==> config.mk <==
export PLATFORM = sky130hd
export DESIGN_NAME = ege_top
export DESIGN_NICKNAME = d
export VERILOG_FILES = /design/src/rtl/ege_top.sv
export SDC_FILE = /design/constraint.sdc
export NUM_CORES = 1
export LEC_CHECK = 0
export ABC_AREA = 1
export ABC_CLOCK_PERIOD_IN_PS = 6370
export CORE_ASPECT_RATIO = 1.25
export CORE_MARGIN = 2
export CORE_UTILIZATION = 61
export CTS_CLUSTER_DIAMETER = 120
export CTS_CLUSTER_SIZE = 20
export DETAILED_ROUTE_END_ITERATION = 10
export PLACE_DENSITY_LB_ADDON = 0.12
export SETUP_SLACK_MARGIN = 0.1
export SLEW_MARGIN = 20
export SYNTH_ARGS = -nofsm -noshare
export SYNTH_HDL_FRONTEND = slang
export SYNTH_SLANG_ARGS = --single-unit
export TNS_END_PERCENT = 5
==> constraint.sdc <==
create_clock -name wb_clk_i -period 6.37 [get_ports wb_clk_i]
set_clock_uncertainty 0.1 [all_clocks]
set_input_delay 1.274 -clock wb_clk_i [delete_from_list [all_inputs] [get_ports wb_clk_i]]
set_output_delay 1.274 -clock wb_clk_i [all_outputs]
set_load 0.05 [all_outputs]
==> src/rtl/ege_top.sv <==
// Exp-Golomb ue(v)/se(v) encoder packing codewords MSB-first into 16-bit words; one-cycle push-to-word latency.
// Accepts an element only if the accumulator can hold a 33-bit codeword; a held word stays frozen until out_ready.
module ege_top #(
    parameter int ACC_W = 64
) (
    input  logic        wb_clk_i,
    input  logic        wb_rst_n,
    input  logic        in_valid,
    output logic        in_ready,
    input  logic        in_mode,
    input  logic [15:0] in_data,
    input  logic        flush,
    output logic        flush_done,
    output logic        out_valid,
    input  logic        out_ready,
    output logic [15:0] out_data,
    output logic        out_last,
    output logic [6:0]  bit_count
);
    localparam int CNT_W = $clog2(ACC_W + 1);
    localparam logic [CNT_W-1:0] C16   = CNT_W'(16);
    localparam logic [CNT_W-1:0] C_MAX = CNT_W'(ACC_W - 33);

    typedef enum logic {IDLE, FLUSH} state_t;

    state_t           state, state_nxt;
    logic             done_nxt;
    logic             ready_en;
    logic [ACC_W-1:0] acc, acc_nxt;
    logic [CNT_W-1:0] cnt, cnt_nxt, cnt_ap;
    logic             push, pop;
    logic [16:0]      code_num;
    logic [17:0]      x;
    logic [4:0]       n;
    logic [5:0]       cw_len;

    assign push = in_valid && in_ready;
    assign pop  = out_valid && out_ready;

    // se mapping uses 17-bit modular arithmetic so that -32768 lands on 65536.
    always_comb begin
        code_num = {1'b0, in_data};
        if (in_mode) begin
            if (!in_data[15] && (in_data != 16'd0))
                code_num = {in_data, 1'b0} - 17'd1;
            else
                code_num = 17'd0 - {in_data, 1'b0};
        end
        x = {1'b0, code_num} + 18'd1;
        n = 5'd0;
        for (int i = 0; i < 18; i++)
            if (x[i]) n = 5'(i);
        cw_len = {n, 1'b0} + 6'd1;
    end

    // Pending bits are left-aligned; everything below the tail is kept zero so
    // the codeword value x can be OR-ed in directly (its leading zeros are implicit).
    always_comb begin
        int sh;
        sh      = 0;
        acc_nxt = pop ? (acc << 16) : acc;
        cnt_ap  = cnt;
        if (pop)
            cnt_ap = (cnt >= C16) ? (cnt - C16) : '0;
        cnt_nxt = cnt_ap;
        if (push) begin
            sh      = ACC_W - int'(cnt_ap) - int'(cw_len);
            acc_nxt = acc_nxt | ({{(ACC_W-18){1'b0}}, x} << sh);
            cnt_nxt = cnt_ap + CNT_W'(cw_len);
        end
    end

    always_ff @(posedge wb_clk_i or negedge wb_rst_n) begin
        if (!wb_rst_n) begin
            acc <= '0;
            cnt <= '0;
        end else begin
            acc <= acc_nxt;
            cnt <= cnt_nxt;
        end
    end

    always_ff @(posedge wb_clk_i or negedge wb_rst_n) begin
        if (!wb_rst_n) begin
            state      <= IDLE;
            flush_done <= 1'b0;
            ready_en   <= 1'b0;
        end else begin
            state      <= state_nxt;
            flush_done <= done_nxt;
            ready_en   <= 1'b1;
        end
    end

    // No pushes in FLUSH, so a pop of the last <=16 bits empties the accumulator.
    always_comb begin
        state_nxt = state;
        done_nxt  = 1'b0;
        case (state)
            IDLE:    if (flush) state_nxt = FLUSH;
            FLUSH:   if ((cnt == '0) || (pop && (cnt <= C16))) begin
                         state_nxt = IDLE;
                         done_nxt  = 1'b1;
                     end
            default: state_nxt = IDLE;
        endcase
    end

    always_comb begin
        in_ready  = ready_en && (state == IDLE) && (cnt <= C_MAX);
        out_valid = (cnt >= C16) || ((state == FLUSH) && (cnt != '0));
        out_last  = (state == FLUSH) && (cnt != '0) && (cnt <= C16);
        out_data  = acc[ACC_W-1 -: 16];
        bit_count = 7'(cnt);
    end
endmodule

==> results_dict.tcl <==
set metrics [dict create \
    yosys-top-cells-count "nand2_1 (350), nand3_1 (173), inv_1 (107), dfrtp_1 (74), o21ai_0 (71)" \
    cts_root_buf "clkbuf_16" \
    finalHoldViolations 0 \
    drive_above_1_share_pct 23.8 \
    worstPathArrival_ns 6.25 \
    whs_path_depth 2 \
    cts_sinks 74 \
    yosysMostFrequentCell "nand2_1" \
    relSlewSlack_pct 38.1 \
    endpoint_kind "flop" \
    drc 0 \
    clkTransAtPathRegs_ns 0.06 \
    fin_crit_ns 6.06 \
    critical_path_required_ns 6.55 \
    fp.dieArea_um2 12200 \
    grt_max_degree 75 \
    synth.largest_area_cell "dfrtp_1" \
    grt_overflow 0 \
    die_y_um 123 \
    grt_pass1_wl_um 30700 \
    cts_buffers 9 \
    cp_max_fo 7 \
    yosysTopAreaCellShare_pct 26.8 \
    final_util_pct 81.8 \
    fmax_mhz 165 \
    vias 7770 \
    numPortBuffers 48 \
    drt_pass1_iterations 8 \
    fin_area_um2 9060 \
    syn_avg_cell_area_um2 6.27 \
    cpMaxStageDelayCell "fa_1" \
    n_antenna_cell 0 \
    path_common_cell "nand2_1" \
    setup_violations 0 \
    ys.flop_type "dfrtp_1" \
    routed_wl_um 20300 \
    worst-setup-path-type "in -> reg" \
    track_usage_pct 31.0 \
    place_area_um2 8100 \
    synth_nets 1142 \
    dp_hpwl_um 14400 \
    finish.net_count 1267 \
    slowest_delay_ns 0.43 \
    cts_tree "yes" \
    core-area_um2 11100 \
    ctsHoldBuffers 0 \
    vias_per_cell 5.68 \
    ant_nets 0 \
    gp_congestion 1.05 \
    die_w_um 99.2 \
    post_drt_wl_per_cell_um 14.8 \
    num_rows 43 \
    nFillCells 801 \
    synth_area_leaders "dfrtp_1 (27%), nand2_1 (19%), nand3_1 (13%)" \
    async_reset_ff_share_pct 100 \
    clk_latency_ns 0.34 \
    tightest_slew_ns 0.928 \
    h-tree-depth 3 \
    netlist_instances 1102 \
    drt_iter0_drc 576 \
    yosys_register_bits 74 \
    slew_viol_final 0 \
    dp_cells 1336 \
    fin_cells 1367 \
    start_util_pct 62.4 \
    reg2regPathDepth 32 \
    grt_pass1_vias 6911 \
    antenna_found_initial 0 \
    cap_violations 0 \
    ctsLongestPathBuffers 2 \
    synth_area_um2 6910 \
    synth_edf_count 0 \
    fin_hold_ws_ns 0.399 \
    synth_cell_types 55 \
    cp-start-kind "input pin" \
    finalCritPeriodShare_pct 95.2 \
    status "finished, final reports clean" \
    area_delta_synth_final_pct 31.1 \
    holdCritPathClass "reg -> reg" \
    io_pins 49 \
    yosysSeqAreaShare_pct 26.8 \
    synth-warning-count 0 \
]
-- final timing paths --
kind,from,to,slack [ns]
max reg2reg,bit_count[4]$_DFF_PN0_,acc[28]$_DFF_PN0_,1.46
min in group asynchronous,wb_rst_n,acc[51]$_DFF_PN0_,0.97
max in group asynchronous,wb_rst_n,acc[44]$_DFF_PN0_,4.59
min reg2reg,acc[8]$_DFF_PN0_,acc[8]$_DFF_PN0_,0.40
max,in_data[2],acc[51]$_DFF_PN0_,0.31
min,acc[8]$_DFF_PN0_,acc[8]$_DFF_PN0_,0.40
-- placed cells by master (no fill, tap or decap), types with 16 or more instances in the layout --
cell type,n
dlymetal6s2s_1,16
inv_1,102
nor2_1,48
nand3_2,49
inv_2,16
o21ai_1,23
nand4_1,31
dfrtp_1,74
buf_4,122
nand3_1,125
clkdlybuf4s50_1,31
nand2_1,331
o21ai_0,67
nand2_2,22
-- cells by family after synthesis --
kind of cell    count (synthesis)  share of synthesized area [%]
simple gates                  658                           43.3
fa+ha+maj                      18                           3.48
buf+inv                       186                           11.7
compound gates                141                           11.3
xor+xnor                       21                           2.93
flops                          74                           26.8
other cells                     1                         0.0543
mux                             3                          0.434
-- registers in the layout, summed over array words and instances, names as in the netlist --
signal,count
acc,64
bit_count,7
flush_done,1
ready_en,1
state,1
-- final cells by class --
cell class | count | area (um2) | area share, %
tap | 135 | 169 | 1.86
inverter | 124 | 484 | 5.34
timing repair inverter | 1 | 8.76 | 0.0966
multi-input combinational | 842 | 4690 | 51.8
sequential | 74 | 1850 | 20.4
clock inverter | 6 | 72.6 | 0.801
timing repair buffer | 175 | 1540 | 17.0
clock buffer | 10 | 239 | 2.64
-- critical path, delay by kind of cell --
| family | cells | cell delay, ns |
|---|---|---|
| simple gates | 26 | 2.51 |
| compound gates | 7 | 1.12 |
| buf+inv | 8 | 0.88 |
| fa+ha+maj | 1 | 0.43 |
-- timing repair --
item,in CTS,in global routing
gates resized for setup,4,128
pin swaps,0,49
buffers inserted,0,12
setup endpoints to repair,36,64
gates cloned,0,3
-- routing by layer --
metal	GRT usage [%]	up-vias	routed length [um]
met4	16.9	0	978
met5	0	-	0
met3	3.67	77	995
met2	53.5	305	10200
met1	37.6	3553	8120
li1	-	3835	-
-- through the flow --
stage | setup slack, ns | setup TNS (ns)
6_report | 0.305 | 0
3_3_place_gp | -0.234 | -6.82
3_5_place_dp | -0.378 | -14.48
5_1_grt | -0.0329 | -0.232
2_1_floorplan | 0.280 | 0
4_1_cts | 0.111 | 0
Power is left out: the tool's default activity adds up to more than one toggle a clock period on the data nets, which glitch-free logic cannot reach.
